===== config.mk =====
export PLATFORM = sky130hd
export DESIGN_NAME = apb_lsu_flat
export DESIGN_NICKNAME = d
export VERILOG_FILES = /design/src/rtl/kiscv_pkg.sv /design/src/rtl/apb_lsu_if.sv /design/src/rtl/apb_lsu_lanes.sv /design/src/rtl/apb_lsu.sv /design/src/flat_wrapper.sv
export SDC_FILE = /design/constraint.sdc
export NUM_CORES = 1
export LEC_CHECK = 0
export ABC_CLOCK_PERIOD_IN_PS = 2400
export BUFFER_PORTS_ARGS = -buffer_cell sky130_fd_sc_hd__buf_2
export CORE_MARGIN = 2
export CORE_UTILIZATION = 35
export CTS_CLUSTER_SIZE = 10
export DETAILED_ROUTE_END_ITERATION = 10
export GPL_TIMING_DRIVEN = 0
export PLACE_DENSITY = 0.72
export SETUP_SLACK_MARGIN = 0.5
export SYNTH_ARGS = -nofsm -noshare
export SYNTH_HDL_FRONTEND = slang
export SYNTH_SLANG_ARGS = --single-unit

===== constraint.sdc =====
create_clock -name clk -period 2.4 [get_ports clk]
set_clock_uncertainty 0.2 [all_clocks]
set_input_delay 0.48 -clock clk [delete_from_list [all_inputs] [get_ports clk]]
set_output_delay 0.48 -clock clk [all_outputs]
set_load 0.02 [all_outputs]

===== src/rtl/kiscv_pkg.sv =====
// Shared types for the APB load/store unit: access size, response cause,
// FSM state and the captured request control fields.
package kiscv_pkg;

  typedef enum logic [1:0] {
    SZ_B = 2'd0,
    SZ_H = 2'd1,
    SZ_W = 2'd2,
    SZ_D = 2'd3
  } size_e;

  typedef enum logic [1:0] {
    CAUSE_OK         = 2'd0,
    CAUSE_MISALIGNED = 2'd1,
    CAUSE_BUS_ERR    = 2'd2,
    CAUSE_TIMEOUT    = 2'd3
  } cause_e;

  typedef enum logic [1:0] {
    ST_IDLE   = 2'd0,
    ST_SETUP  = 2'd1,
    ST_ACCESS = 2'd2,
    ST_RESP   = 2'd3
  } lsu_state_t;

  // Request control fields kept for the whole transfer
  typedef struct packed {
    logic  write;
    size_e size;
    logic  unsgn;
  } req_ctl_t;

endpackage


===== src/rtl/apb_lsu_if.sv =====
// Request/response port plus APB master port of the load/store unit.
interface apb_lsu_if #(
  parameter int unsigned APB_paddr_WIDTH = 32,
  parameter int unsigned DATA_WIDTH      = 32
);
  logic                         req_valid;
  logic                         req_ready;
  logic                         req_write;
  logic [1:0]                   req_size;
  logic                         req_unsigned;
  logic [APB_paddr_WIDTH-1:0]   req_addr;
  logic [DATA_WIDTH-1:0]        req_wdata;
  logic                         rsp_valid;
  logic [DATA_WIDTH-1:0]        rsp_rdata;
  logic [1:0]                   rsp_cause;
  logic [APB_paddr_WIDTH-1:0]   APB_paddr;
  logic [DATA_WIDTH-1:0]        APB_pdata;
  logic [DATA_WIDTH-1:0]        APB_prdata;
  logic                         APB_psel;
  logic                         APB_penable;
  logic                         APB_pwrite;
  logic [DATA_WIDTH/8-1:0]      APB_pstb;
  logic                         APB_pready;
  logic                         APB_perr;

  modport master (
    input  req_valid, req_write, req_size, req_unsigned, req_addr, req_wdata,
           APB_prdata, APB_pready, APB_perr,
    output req_ready, rsp_valid, rsp_rdata, rsp_cause,
           APB_paddr, APB_pdata, APB_psel, APB_penable, APB_pwrite, APB_pstb
  );

  modport slave (
    output req_valid, req_write, req_size, req_unsigned, req_addr, req_wdata,
           APB_prdata, APB_pready, APB_perr,
    input  req_ready, rsp_valid, rsp_rdata, rsp_cause,
           APB_paddr, APB_pdata, APB_psel, APB_penable, APB_pwrite, APB_pstb
  );
endinterface


===== src/rtl/apb_lsu_lanes.sv =====
// Byte-lane steering: alignment check, write strobe/data shift on the request
// side, and read-data extraction with zero/sign extension on the response side.
module apb_lsu_lanes
  import kiscv_pkg::*;
#(
  parameter  int unsigned DATA_WIDTH = 32,
  localparam int unsigned BYTES      = DATA_WIDTH / 8,
  localparam int unsigned OFF_W      = $clog2(BYTES)
) (
  input  size_e                 req_size_i,
  input  logic [OFF_W-1:0]      req_off_i,
  input  logic                  req_write_i,
  input  logic [DATA_WIDTH-1:0] req_wdata_i,
  input  size_e                 rd_size_i,
  input  logic [OFF_W-1:0]      rd_off_i,
  input  logic                  rd_unsigned_i,
  input  logic [DATA_WIDTH-1:0] prdata_i,
  output logic                  misaligned_c_o,
  output logic [BYTES-1:0]      wstb_c_o,
  output logic [DATA_WIDTH-1:0] wdata_c_o,
  output logic [DATA_WIDTH-1:0] rdata_c_o
);

  logic [7:0]            span;
  logic [DATA_WIDTH-1:0] shifted;
  logic [DATA_WIDTH-1:0] keep;
  logic                  sign;

  // A doubleword on the narrow bus can never be issued, so it reports as misaligned
  always_comb begin
    misaligned_c_o = 1'b0;
    span           = 8'hFF;
    case (req_size_i)
      SZ_B:    begin misaligned_c_o = 1'b0;                                   span = 8'h01; end
      SZ_H:    begin misaligned_c_o = req_off_i[0];                           span = 8'h03; end
      SZ_W:    begin misaligned_c_o = |req_off_i[1:0];                        span = 8'h0F; end
      default: begin misaligned_c_o = (DATA_WIDTH != 64) || (|req_off_i);    span = 8'hFF; end
    endcase
    wstb_c_o  = req_write_i ? (span[BYTES-1:0] << req_off_i) : {BYTES{1'b1}};
    wdata_c_o = req_wdata_i << {req_off_i, 3'b000};
  end

  always_comb begin
    shifted = prdata_i >> {rd_off_i, 3'b000};
    keep    = '1;
    sign    = 1'b0;
    case (rd_size_i)
      SZ_B:    begin keep = DATA_WIDTH'(8'hFF);          sign = shifted[7];  end
      SZ_H:    begin keep = DATA_WIDTH'(16'hFFFF);       sign = shifted[15]; end
      SZ_W:    begin keep = DATA_WIDTH'(32'hFFFF_FFFF);  sign = shifted[31]; end
      default: begin keep = '1;                          sign = 1'b0;        end
    endcase
    rdata_c_o = (shifted & keep) | ({DATA_WIDTH{sign & ~rd_unsigned_i}} & ~keep);
  end

endmodule


===== src/rtl/apb_lsu.sv =====
// APB load/store master: one request at a time, SETUP/ACCESS transfer with
// wait states and optional timeout, registered single-cycle response.
module apb_lsu
  import kiscv_pkg::*;
#(
  parameter int unsigned APB_paddr_WIDTH = 32,
  parameter int unsigned DATA_WIDTH      = 32,
  parameter int unsigned TIMEOUT         = 0
) (
  input logic       clk,
  input logic       rts,
  apb_lsu_if.master bus
);

  localparam int unsigned BYTES = DATA_WIDTH / 8;
  localparam int unsigned OFF_W = $clog2(BYTES);
  localparam int unsigned CNT_W = (TIMEOUT > 1) ? $clog2(TIMEOUT) : 1;

  lsu_state_t                 state_q, state_d;
  req_ctl_t                   ctl_q;
  logic [OFF_W-1:0]           off_q;
  logic [CNT_W-1:0]           cnt_q;
  logic                       ready_q, ready_d;
  logic                       psel_q, psel_d;
  logic                       penable_q, penable_d;
  logic                       pwrite_q;
  logic [APB_paddr_WIDTH-1:0] paddr_q;
  logic [DATA_WIDTH-1:0]      pdata_q;
  logic [BYTES-1:0]           pstb_q;
  logic                       rsp_valid_q, rsp_valid_d;
  logic [DATA_WIDTH-1:0]      rsp_rdata_q, rsp_rdata_d;
  cause_e                     rsp_cause_q, rsp_cause_d;

  logic                       accept_c;
  logic                       expire_c;
  logic                       mis_c;
  logic [OFF_W-1:0]           req_off_c;
  logic [BYTES-1:0]           wstb_c;
  logic [DATA_WIDTH-1:0]      wdata_c;
  logic [DATA_WIDTH-1:0]      rdata_c;

  assign accept_c  = bus.req_valid && ready_q;
  assign req_off_c = bus.req_addr[OFF_W-1:0];
  // Last ACCESS cycle allowed before the transfer is abandoned
  assign expire_c  = (TIMEOUT != 0) && (cnt_q == CNT_W'(TIMEOUT - 1));

  apb_lsu_lanes #(.DATA_WIDTH(DATA_WIDTH)) u_lanes (
    .req_size_i     (size_e'(bus.req_size)),
    .req_off_i      (req_off_c),
    .req_write_i    (bus.req_write),
    .req_wdata_i    (bus.req_wdata),
    .rd_size_i      (ctl_q.size),
    .rd_off_i       (off_q),
    .rd_unsigned_i  (ctl_q.unsgn),
    .prdata_i       (bus.APB_prdata),
    .misaligned_c_o (mis_c),
    .wstb_c_o       (wstb_c),
    .wdata_c_o      (wdata_c),
    .rdata_c_o      (rdata_c)
  );

  always_ff @(posedge clk) begin
    if (rts) state_q <= ST_IDLE;
    else     state_q <= state_d;
  end

  always_comb begin
    state_d = state_q;
    case (state_q)
      ST_IDLE, ST_RESP: state_d = accept_c ? (mis_c ? ST_RESP : ST_SETUP) : ST_IDLE;
      ST_SETUP:         state_d = ST_ACCESS;
      ST_ACCESS:        if (bus.APB_pready || expire_c) state_d = ST_RESP;
      default:          state_d = ST_IDLE;
    endcase
  end

  // Next values of the registered outputs, derived from the upcoming state
  always_comb begin
    ready_d     = (state_d == ST_IDLE) || (state_d == ST_RESP);
    psel_d      = (state_d == ST_SETUP) || (state_d == ST_ACCESS);
    penable_d   = (state_d == ST_ACCESS);
    rsp_valid_d = (state_d == ST_RESP);
    rsp_cause_d = CAUSE_OK;
    rsp_rdata_d = '0;
    if (accept_c && mis_c) begin
      rsp_cause_d = CAUSE_MISALIGNED;
    end else if (state_q == ST_ACCESS && bus.APB_pready) begin
      if (bus.APB_perr)        rsp_cause_d = CAUSE_BUS_ERR;
      else if (!ctl_q.write)   rsp_rdata_d = rdata_c;
    end else if (state_q == ST_ACCESS && expire_c) begin
      rsp_cause_d = CAUSE_TIMEOUT;
    end
  end

  always_ff @(posedge clk) begin
    if (rts) begin
      ready_q     <= 1'b1;
      psel_q      <= 1'b0;
      penable_q   <= 1'b0;
      pwrite_q    <= 1'b0;
      paddr_q     <= '0;
      pdata_q     <= '0;
      pstb_q      <= '0;
      rsp_valid_q <= 1'b0;
      rsp_rdata_q <= '0;
      rsp_cause_q <= CAUSE_OK;
      ctl_q       <= '0;
      off_q       <= '0;
      cnt_q       <= '0;
    end else begin
      ready_q     <= ready_d;
      psel_q      <= psel_d;
      penable_q   <= penable_d;
      rsp_valid_q <= rsp_valid_d;
      rsp_rdata_q <= rsp_rdata_d;
      rsp_cause_q <= rsp_cause_d;
      if (accept_c) begin
        ctl_q.write <= bus.req_write;
        ctl_q.size  <= size_e'(bus.req_size);
        ctl_q.unsgn <= bus.req_unsigned;
        off_q       <= req_off_c;
        if (!mis_c) begin
          paddr_q  <= {bus.req_addr[APB_paddr_WIDTH-1:OFF_W], OFF_W'(0)};
          pwrite_q <= bus.req_write;
          pstb_q   <= wstb_c;
          pdata_q  <= wdata_c;
        end
      end
      if (state_q == ST_SETUP)       cnt_q <= '0;
      else if (state_q == ST_ACCESS) cnt_q <= cnt_q + CNT_W'(1);
    end
  end

  assign bus.req_ready   = ready_q;
  assign bus.APB_psel    = psel_q;
  assign bus.APB_penable = penable_q;
  assign bus.APB_pwrite  = pwrite_q;
  assign bus.APB_paddr   = paddr_q;
  assign bus.APB_pdata   = pdata_q;
  assign bus.APB_pstb    = pstb_q;
  assign bus.rsp_valid   = rsp_valid_q;
  assign bus.rsp_rdata   = rsp_rdata_q;
  assign bus.rsp_cause   = rsp_cause_q;

endmodule


===== src/flat_wrapper.sv =====
// flat-port wrapper written by rule: the top's interface ports become plain ports
module apb_lsu_flat import kiscv_pkg::*;
#(
  parameter int unsigned APB_paddr_WIDTH = 32,
  parameter int unsigned DATA_WIDTH      = 32,
  parameter int unsigned TIMEOUT         = 0
)
  (clk, rts, bus_req_valid, bus_req_write, bus_req_size, bus_req_unsigned, bus_req_addr, bus_req_wdata, bus_APB_prdata, bus_APB_pready, bus_APB_perr, bus_req_ready, bus_rsp_valid, bus_rsp_rdata, bus_rsp_cause, bus_APB_paddr, bus_APB_pdata, bus_APB_psel, bus_APB_penable, bus_APB_pwrite, bus_APB_pstb);
  apb_lsu_if #(.APB_paddr_WIDTH(APB_paddr_WIDTH), .DATA_WIDTH(DATA_WIDTH)) bus_i ();
  input logic clk;
  input logic rts;
  input wire logic [$bits(bus_i.req_valid)-1:0] bus_req_valid;
  input wire logic [$bits(bus_i.req_write)-1:0] bus_req_write;
  input wire logic [$bits(bus_i.req_size)-1:0] bus_req_size;
  input wire logic [$bits(bus_i.req_unsigned)-1:0] bus_req_unsigned;
  input wire logic [$bits(bus_i.req_addr)-1:0] bus_req_addr;
  input wire logic [$bits(bus_i.req_wdata)-1:0] bus_req_wdata;
  input wire logic [$bits(bus_i.APB_prdata)-1:0] bus_APB_prdata;
  input wire logic [$bits(bus_i.APB_pready)-1:0] bus_APB_pready;
  input wire logic [$bits(bus_i.APB_perr)-1:0] bus_APB_perr;
  output wire logic [$bits(bus_i.req_ready)-1:0] bus_req_ready;
  output wire logic [$bits(bus_i.rsp_valid)-1:0] bus_rsp_valid;
  output wire logic [$bits(bus_i.rsp_rdata)-1:0] bus_rsp_rdata;
  output wire logic [$bits(bus_i.rsp_cause)-1:0] bus_rsp_cause;
  output wire logic [$bits(bus_i.APB_paddr)-1:0] bus_APB_paddr;
  output wire logic [$bits(bus_i.APB_pdata)-1:0] bus_APB_pdata;
  output wire logic [$bits(bus_i.APB_psel)-1:0] bus_APB_psel;
  output wire logic [$bits(bus_i.APB_penable)-1:0] bus_APB_penable;
  output wire logic [$bits(bus_i.APB_pwrite)-1:0] bus_APB_pwrite;
  output wire logic [$bits(bus_i.APB_pstb)-1:0] bus_APB_pstb;
  assign bus_i.req_valid = bus_req_valid;
  assign bus_i.req_write = bus_req_write;
  assign bus_i.req_size = bus_req_size;
  assign bus_i.req_unsigned = bus_req_unsigned;
  assign bus_i.req_addr = bus_req_addr;
  assign bus_i.req_wdata = bus_req_wdata;
  assign bus_i.APB_prdata = bus_APB_prdata;
  assign bus_i.APB_pready = bus_APB_pready;
  assign bus_i.APB_perr = bus_APB_perr;
  assign bus_req_ready = bus_i.req_ready;
  assign bus_rsp_valid = bus_i.rsp_valid;
  assign bus_rsp_rdata = bus_i.rsp_rdata;
  assign bus_rsp_cause = bus_i.rsp_cause;
  assign bus_APB_paddr = bus_i.APB_paddr;
  assign bus_APB_pdata = bus_i.APB_pdata;
  assign bus_APB_psel = bus_i.APB_psel;
  assign bus_APB_penable = bus_i.APB_penable;
  assign bus_APB_pwrite = bus_i.APB_pwrite;
  assign bus_APB_pstb = bus_i.APB_pstb;
  apb_lsu #(.APB_paddr_WIDTH(APB_paddr_WIDTH), .DATA_WIDTH(DATA_WIDTH), .TIMEOUT(TIMEOUT)) u_core (.clk(clk), .rts(rts), .bus(bus_i));
endmodule

# Word level (Yosys, flattened, before mapping)
# Cells that the tools add are included.
# W data, S select, Z words.
[classes] eq_ne=10 n_shift=3 n_mux=12 bitwise=8 reduce_logical=14
[ops] op="$and A32 B32 Y32" n=2
[ops] op="$pmux W32 S2" n=1
[ops] op="$not A32 Y32" n=1
[ops] op="$or A32 B32 Y32" n=1
[ops] op="$shl A32 B5 Y32" n=1
[ops] op="$shr A32 B5 Y32" n=1
[ops] op="$eq A2 B2 Y1 const B" n=6
[ops] op="$pmux W4 S3" n=1
[ops] op="$eq A2 B1 Y1 const B" n=4
[ops] op="$logic_not A2 Y1" n=4
[ops] op="$mux W2" n=4
[ops] op="$pmux W1 S3" n=2
[ops] op="$pmux W2 S3" n=1
[ops] op="$reduce_or A5 Y1" n=1
[ops] op="$mux W4" n=1
[ops] op="$reduce_or A2 Y1" n=2
[ops] op="$shl A4 B2 Y4" n=1
[ops] op="$logic_and A1 B1 Y1" n=3
[ops] op="$not A1 Y1" n=3
[ops] op="$reduce_or A3 Y1" n=1
[ops] op="$logic_or A1 B1 Y1" n=2
[ops] op="$mux W1" n=2
[ops] op="$reduce_and A2 Y1" n=1
[ops] op="$and A1 B1 Y1" n=1
[totals] reg_bits=113 input_bits=105 output_inout_bits=107 word_cells=63

# Longest topological paths before layout
# Gate-level depths: netlist of run 1.
[depth] ltp_word=7 ltp_mapped=9 ltp_nobuf=9

# By module
# A second synthesis of run 1 with hierarchy kept.
[unflattened] hier_cells=621 hier_area_um2=5098.6
[by_module_without_submodules] mod="apb_lsu" instances=1 cells_per_inst=419 area_each_um2=3711.1 seq_area_each_um2=2262.2
[by_module_without_submodules] mod="apb_lsu_lanes" instances=1 cells_per_inst=202 area_each_um2=1387.6 seq_area_each_um2=0.0

# Worst setup path after synthesis of run 1
# Ideal clock, no wire load.
[synth_timing] kind="input -> register" start="input port bus_req_addr[0]" end="register u_core.rsp_rdata_q[21] (netlist: u_core.bus.rsp_rdata[21])" setup_time_ns=0.070 arrival_ns=1.762 required_ns=2.130 slack_ns=0.368 stages=7 path_buffers=3 cell_sequence="clkbuf_2 -> nor3_2 -> nor3_1 -> or4_1 -> clkbuf_1 -> clkbuf_1 -> a21oi_1"
[synth_via] elab_chain_len=4
[synth_lines] element="from (decl)" line="flat_wrapper.sv:16" source="input wire logic [$bits(bus_i.req_addr)-1:0] bus_req_addr;"
[synth_lines] element="$reduce_or A2 Y1" line="apb_lsu_lanes.sv:36" source="SZ_W: begin misaligned_c_o = |req_off_i[1:0]; span = 8'h0F; end"
[synth_lines] element="$pmux W1 S3 *" line="apb_lsu_lanes.sv:33" source="case (req_size_i)"
[synth_lines] element="$logic_and A1 B1 Y1 *" line="apb_lsu.sv:85" source="if (accept_c && mis_c) begin"
[synth_lines] element="$reduce_or A5 Y1 (no source line) *"
[synth_lines] element="to (signal assigned)" line="apb_lsu.sv:115" source="rsp_rdata_q <= rsp_rdata_d;"
[synth_lines] element="to (decl)" line="apb_lsu.sv:31" source="logic [DATA_WIDTH-1:0] rsp_rdata_q, rsp_rdata_d;"
# Every way passes the cells marked *; elsewhere a longest branch is shown, timed or not.
# A chain may end at the register's enable or synchronous reset.

# Final worst setup path of run 1
[layout_timing] start="register u_core.off_q[0]" end="register u_core.rsp_rdata_q[28] (netlist: u_core.bus.rsp_rdata[28])"
[layout_via] elab_chain_len=5 elab_cells_between_ends=6 classes_between="1 x shift; 1 x mux; 4 x bitwise"
[layout_lines] element="from (decl)" line="apb_lsu.sv:21" source="logic [OFF_W-1:0] off_q;"
[layout_lines] element="from (signal assigned)" line="apb_lsu.sv:121" source="off_q <= req_off_c;"
[layout_lines] element="$shr A32 B5 Y32 *" line="apb_lsu_lanes.sv:44" source="shifted = prdata_i >> {rd_off_i, 3'b000};"
[layout_lines] element="$pmux W1 S3" line="apb_lsu_lanes.sv:47" source="case (rd_size_i)"
[layout_lines] element="$and A1 B1 Y1" line="apb_lsu_lanes.sv:53" source="rdata_c_o = (shifted & keep) | ({DATA_WIDTH{sign & ~rd_unsigned_i}} & ~keep);"
[layout_lines] element="$and A32 B32 Y32" line="apb_lsu_lanes.sv:53"
[layout_lines] element="$or A32 B32 Y32 *" line="apb_lsu_lanes.sv:53"
# Marks and branches as above.

==> results of run 1 <==
-- cell usage after synthesis, drive strengths merged --
master	number	area, µm²
dfxtp	113	2260
or3	9	56.3
mux2i	30	300
o211ai	8	60.1
conb	1	3.75
mux4	1	22.5
nand3b	1	7.51
a211oi	16	120
nor2	40	150
o21ai	12	60.1
clkbuf	24	91.3
buf	24	139
nand2b	2	12.5
nand2	123	462
or4	2	15.0
o21a	1	7.51
nor3b	2	26.3
mux2	17	191
and3b	1	8.76
inv	6	22.5
nand3	8	40.0
or2	1	6.26
a22oi	2	15.0
ha	4	50.1
nor2b	8	50.1
and2	8	50.1
a311oi	2	17.5
nor3	13	70.1
a21oi	89	449
a2111o	1	11.3
-- worst max-delay path, cell delays in order, from the launching register on --
cell and delay (ps):
dfxtp_2 320, buf_6 110, mux4_2 530, a211oi_2 160, a2111o_1 270, buf_6 170
a21oi_2 60
-- path summary, 6_finish.rpt --
path / startpoint / to / slack, ps / cells after the start
setup / recovery: u_core.off_q[0] / u_core.bus.rsp_rdata[28] / 460 / 6
hold / removal: bus_req_addr[20] / u_core.bus.APB_paddr[20] / 100 / 3
setup reg to reg: u_core.off_q[0] / u_core.bus.rsp_rdata[28] / 460 / 6
hold reg to reg: u_core.bus.APB_paddr[3] / u_core.bus.APB_paddr[3] / 250 / 2
-- layout by cell type (no fill, tap or decap), types with 5 or more instances in the layout --
cell,instances
nor2_1,39
or3_1,9
clkbuf_1,13
clkbuf_16,17
nand3_1,8
and2_1,8
buf_2,219
mux2i_1,30
nor2b_1,7
o21ai_0,10
a21oi_1,67
o211ai_1,8
clkbuf_2,5
buf_4,15
inv_1,5
a211oi_1,12
buf_6,7
a21oi_2,21
bufinv_16,5
clkbuf_8,5
nor3_1,12
nand2_1,122
mux2_2,17
dfxtp_1,110
-- sequential cells by signal, indices dropped and copies added (netlist names) --
signal and cells:
u_core.bus.APB_pdata 32, u_core.bus.rsp_rdata 32, u_core.bus.APB_paddr 30, u_core.bus.APB_pstb 4, u_core.ctl_q 4, u_core.bus.rsp_cause 2
u_core.off_q 2, u_core.state_q 2, u_core.bus.APB_penable 1, u_core.bus.APB_psel 1, u_core.bus.APB_pwrite 1, u_core.bus.req_ready 1
u_core.bus.rsp_valid 1
-- timing repair --
item / CTS / global route
endpoints found under the setup margin: 91 / 96
gates cloned: 1 / 0
buffers inserted: 7 / 1
pin swaps: 3 / 4
resized for setup: 30 / 39
-- where the power goes --
| part | switching [mW] | internal [mW] | leakage, nW |
|---|---|---|---|
| clock network | 0.878 | 1.95 | 0.330 |
| logic | 0.800 | 0.538 | 1.90 |
| registers | 0.0782 | 2.03 | 0.919 |
-- final cells by class --
type | instances | area, µm²
inverters | 6 | 22.5
clock inverters | 10 | 179
multi-input cells | 403 | 2420
clock buffers | 22 | 484
fillers | 1253 | 6300
plain buffers | 48 | 287
diodes | 1 | 2.50
flip-flops and latches | 113 | 2270
repair buffers | 216 | 1110
well taps | 176 | 220
-- logic make-up after synthesis --
logic type      count (synthesis)
simple gates                  218
compound gates                131
flops                         113
buf+inv                        54
mux                            48
fa+ha+maj                       4
other cells                     1
-- per-stage QoR --
stage / std cells / setup slack, ps / hold WS (ps) / area [µm²] / power, mW
2_1_floorplan: 570 / 426 / 231 / 4820 / 2.91
3_3_place_gp: 953 / -68.0 / 238 / 6080 / 3.31
3_5_place_dp: 953 / -75.5 / 243 / 6080 / 3.33
4_1_cts: 993 / 472 / 89.2 / 6890 / 6.22
5_1_grt: 994 / 392 / 93.2 / 6990 / 6.53
6_report: 995 / 456 / 100 / 6990 / 6.27
-- layer usage --
| metal | wire [µm] | part of all wire (%) | vias up | global-route usage [%] |
|---|---|---|---|---|
| met4 | 465 | 3.0 | 0 | 9.38 |
| met2 | 7480 | 48 | 212 | 36.3 |
| met5 | 0 | 0 | - | 0 |
| li1 | - | - | 2404 | - |
| met1 | 6400 | 41 | 2246 | 24.1 |
| met3 | 1380 | 8.8 | 35 | 8.49 |
==> summary.txt, run 1 <==
status = complete, no violations
CTS Hold Bufs = 0
TritonCTS clock tree = yes
All-Layer GR Usage = 21.6%
clock buffer depth = 2
layout cell share with drive strength beyond 1 = 41.2%
Final Slew Violations = 0
vias in the first global route = 4920
Final period util = 81.0%
Die H = 121 µm
setup violators final = 0
clock latency on the worst-skew pair = 410 ps
Clock H-tree levels = 4
Worst Setup Start Kind = register
number of distinct library cells after synthesis = 38
placeable core region = 13300 µm²
RSZ-0062 raised after global routing = yes
Worst Path Arrival = 2040 ps
pwr/cell area = 897 nW/µm²
Worst setup EP type = register
Residual DRC = 0
Slew @ Worst Pin = 678 ps
initial antenna violation count = 1
Synth warnings = 0
final setup TNS = 0 ps
Yosys reg bits = 113
clock sinks = 113
Routed WL = 15700 µm
Starting Density = 35.9%
Chip Width = 121 µm
synthesized area = 4780 µm²
WL/cell = 15.8 µm
Hold Crit Class = in2reg
clock-pin slew on the worst setup and hold paths = 60 ps
Layout Area Growth over Synthesis = 46.3%
relative slew slack = 54.8%
Post-Synthesis Cells = 569
ANT nets after route = 0
Via Count = 4897
1st-iter DRT viols = 205
largest family of logic cells by synthesized area = simple AND/OR/NAND/NOR gates
minimum clock period = 1940 ps
crit path max fanout = 6
first-pass GRT wire length = 24400 µm
syn avg cell area = 8.40 µm²
Vias per Instance = 4.92
final core occ = 52.6%
GPL Wtd Cong = 0.888
Peak Freq = 514 MHz
die area = 14600 µm²
Root Buffer = clkbuf_16
FP Rows = 42
worst vdd ir = 0.493 mV
Synth Area in XOR/XNOR = 0%
proportion of synthesized area in mux cells = 10.8%
GR Overflow Total = 0
Seq/Total Area, Yosys = 47.3%
CP Data Required Time = 2500 ps
DPL Wire Length = 11600 µm
Synth Area in Compound Gates = 15.5%
leak pwr = 3.15 nW
Final Hold Viols = 0
CTS Buf Count = 17
crit path kind = reg2reg
Layout Nets = 914
drt pass-1 iters = 4
Post-Synth Simple-Gate Area = 20.0%
max_cap viols = 0
largest net degree at the start of global routing = 17
Post-Synth Adder-Cell Area = 1.05%
Port Buf Inserts = 207
Ports = 212
Note: power is estimated with default switching activity, not from simulation.
==> inputs of run 2 (changes only) <==
--- a/config.mk
+++ b/config.mk
@@ -5,7 +5,8 @@
 export SDC_FILE = /design/constraint.sdc
 export NUM_CORES = 1
 export LEC_CHECK = 0
-export ABC_CLOCK_PERIOD_IN_PS = 2400
+export ABC_AREA = 1
+export ABC_CLOCK_PERIOD_IN_PS = 2000
 export BUFFER_PORTS_ARGS = -buffer_cell sky130_fd_sc_hd__buf_2
 export CORE_MARGIN = 2
 export CORE_UTILIZATION = 35
==> constraint.sdc (replaced) <==
create_clock -name clk -period 2 [get_ports clk]
set_clock_uncertainty 0.2 [all_clocks]
set_input_delay 0.4 -clock clk [delete_from_list [all_inputs] [get_ports clk]]
set_output_delay 0.4 -clock clk [all_outputs]
set_load 0.02 [all_outputs]
==> run 2 against run 1 <==
Against the previous run: design area grew 12%; combinational power is 89% higher; critical path depth grew 4; worst hold slack lost 80 ps; core utilization is 3.7 points higher; total power is 28% higher; wire length rose by 13%; highest routed layer unchanged.
==> summary.txt, run 2 <==
status = complete, no violations
minimum clock period = 1670 ps (-272 ps)
GR Overflow Total = 0 (unchanged)
crit path kind = reg2reg
Register Area = 2340 µm² (+3.5%)
Starting Density = 35.8% (-0.13 points)
most common cell in the netlist = nand2_1
Worst setup EP type = register
final setup TNS = 0 ps (unchanged)
GPL Wtd Cong = 0.918 (+3.3%)
Die H = 123 µm (+1.9%)
Hold Crit Class = in2reg
1st-iter DRT viols = 395 (+93%)
most frequent cells in the layout = 141 x nand2_1, 115 x buf_2, 98 x nor2_1, 81 x buf_6, 63 x dfxtp_2
leak pwr = 3.63 nW (+15%)
max_cap viols = 0 (unchanged)
Peak Freq = 598 MHz (+16%)
Final period util = 83.6% (+2.6 points)
leading area contributor after synthesis = dfxtp_1
DP Worst Slack = -144 ps (-68.3 ps)
clock buffer depth = 2 (unchanged)
layout cell share with drive strength beyond 1 = 43.6% (+2.4 points)
die area = 15200 µm² (+3.9%)
Seq/Total Area, Yosys = 45.5% (-1.8 points)
crit-path cells = inv_2, ha_4, nand2_2, nand2_2, o21ai_4, nand2_4, buf_4, ha_1, inv_1, nor2_1
Slew @ Worst Pin = 529 ps (-149 ps)
Chip Width = 123 µm (+1.9%)
clock sinks = 113 (unchanged)
vias in the first global route = 5269 (+7.1%)
CTS Hold Bufs = 0 (unchanged)
CP Buf/Inv Count = 3 (+1)
Fillers = 1311 (+4.6%)
placeable core region = 13900 µm² (+4.4%)
pwr/cell area = 1030 nW/µm² (+14%)
Crit path largest cell delay = 330 ps (-200 ps)
Layout Nets = 1042 (+14%)
clock-pin slew on the worst setup and hold paths = 50 ps (about the same)
area of the multi-input gates = 2430 µm² (+0.36%)
CP top delay family = adder cells
Vias per Instance = 4.95 (+0.49%)
leading cell type in the layout, fill and taps excluded = nand2_1
TritonCTS clock tree = yes
syn avg cell area = 7.25 µm² (-14%)
Worst Setup Start Kind = register
CTS Buf Count = 17 (unchanged)
clock latency on the worst-skew pair = 410 ps (about the same)
largest net degree at the start of global routing = 17 (unchanged)
Crit path top cell by count = nand2_2
Port Buf Inserts = 207 (unchanged)
Comb pwr share = 31.6% (+10 points)
FP Rows = 43 (+2.4%)
switching pwr = 2.59 mW (+48%)
relative slew slack = 64.7% (+9.9 points)
Post-Synthesis Cells = 686 (+21%)
setup violators final = 0 (unchanged)
slowest stage cell, crit path = dfxtp_2
number of distinct library cells after synthesis = 33 (-13%)
Root Buffer = clkbuf_16
share of power burned in registers = 33.4% (-0.2 points)
crit path max fanout = 3 (-3)
Ports = 212 (unchanged)
Post-Place Cells = 1074 (+13%)
Layout Area Growth over Synthesis = 57.2%
internal power = 5.43 mW (+20%)
Synth async-reset ratio = 0% (unchanged)
top_reg_cell synth = dfxtp_1
largest cells by area after synthesis = dfxtp_1 46%, nand2_1 11%, o21ai_0 7.8%
Residual DRC = 0 (unchanged)
switch share = 32.3% (+4.3 points)
Synth warnings = 0 (unchanged)
number of flops mapped to enable cells by yosys = 0 (unchanged)
DPL Wire Length = 12800 µm (+10%)
Yosys reg bits = 113 (unchanged)
Setup WS post-layout = 328 ps (-128 ps)
Hold Slack = 20.7 ps (-79.5 ps)
first-pass GRT wire length = 26300 µm (+7.7%)
Final Slew Violations = 0 (unchanged)
Clock power frac = 35.1% (-9.9 points)
Via Count = 5559 (+14%)
non-filler cells, final = 1124 (+13%)
Clock H-tree levels = 4 (unchanged)
synthesized area = 4970 µm² (+4.0%)
RSZ-0062 raised after global routing = yes
Final Hold Viols = 0 (unchanged)
Routed WL = 17800 µm (+13%)
All-Layer GR Usage = 22.8% (+1.2 points)
most frequent cells after synthesis = 149 x nand2_1, 113 x dfxtp_1, 100 x nor2_1
Worst Path Arrival = 1760 ps (-280 ps)
drt pass-1 iters = 5 (+1)
ANT nets after route = 0 (unchanged)
WL/cell = 15.9 µm (+0.28%)
final core occ = 56.3% (+3.7 points)
worst vdd ir = 0.766 mV (+55%)
initial antenna violation count = 1 (unchanged)
CP Data Required Time = 2080 ps (-420 ps)
post-synth top area share = 45.5% (-1.8 points)
-- run 2: area by class of cell --
type                            instances  share of cell area, %
Multi-Input combinational cell        490                   31.1
Sequential cell                       113                   30.0
Timing Repair Buffer                  226                   21.4
Clock buffer                           23                   6.24
Buffer                                 51                   5.36
Tap cell                              180                   2.88
Inverter                               33                   2.13
Clock inverter                          6                  0.736
Timing Repair inverter                  1                  0.112
Antenna cell                            1                 0.0320
-- run 2: tightest hold or removal path, cell delays in order --
cell and delay (ps):
buf_2 80, o21ai_1 50, nor2_1 70
-- run 2: metrics by stage --
stage | cell area, µm² | power (mW)
after floorplan | 5050 | 3.89
after global placement | 6320 | 4.49
after detailed placement | 6320 | 4.52
after CTS | 7400 | 7.78
after global routing | 7810 | 8.39
final | 7820 | 8.02
-- run 2: kinds of logic after synthesis --
family                   after synthesis  synth area share, %
other                                  1               0.0754
AO/OA/AOI/OAI                        164                 17.0
flip-flops                           113                 45.5
adder cells (fa/ha/maj)                4                 1.01
AND/OR/NAND/NOR                      320                 27.2
buffers and inverters                 84                 9.21
-- run 2: worst paths after layout --
| path | endpoint | slack [ps] | startpoint | cells after the start |
|---|---|---|---|---|
| hold / removal | u_core.bus.APB_paddr[16] | 20 | bus_req_addr[16] | 3 |
| hold reg to reg | u_core.bus.APB_pdata[22] | 270 | u_core.bus.APB_pdata[22] | 2 |
| setup reg to reg | u_core.bus.APB_penable | 330 | u_core.state_q[0] | 10 |
| setup / recovery | u_core.bus.APB_penable | 330 | u_core.state_q[0] | 10 |
-- run 2: what timing repair did --
action / CTS / global route
gates resized for setup: 176 / 120
buffers inserted: 8 / 10
endpoints found under the setup margin: 136 / 155
gates cloned: 1 / 1
pin swaps: 10 / 14
-- run 2: layer usage --
layer,wire length [µm],GRT usage [%]
met5,0,0
met2,8920,39.9
met4,417,9.38
met3,1670,7.61
met1,6820,25.4
-- run 2: power by group through the flow --
stage               sequential [mW]  combinational, mW  clock, mW
finish                         2.68               2.53       2.81
detailed placement             2.64               1.88          0
CTS                            2.64               2.29       2.84
global route                   2.69               2.74       2.96
floorplan                      2.87               1.02          0
global placement               2.63               1.86          0
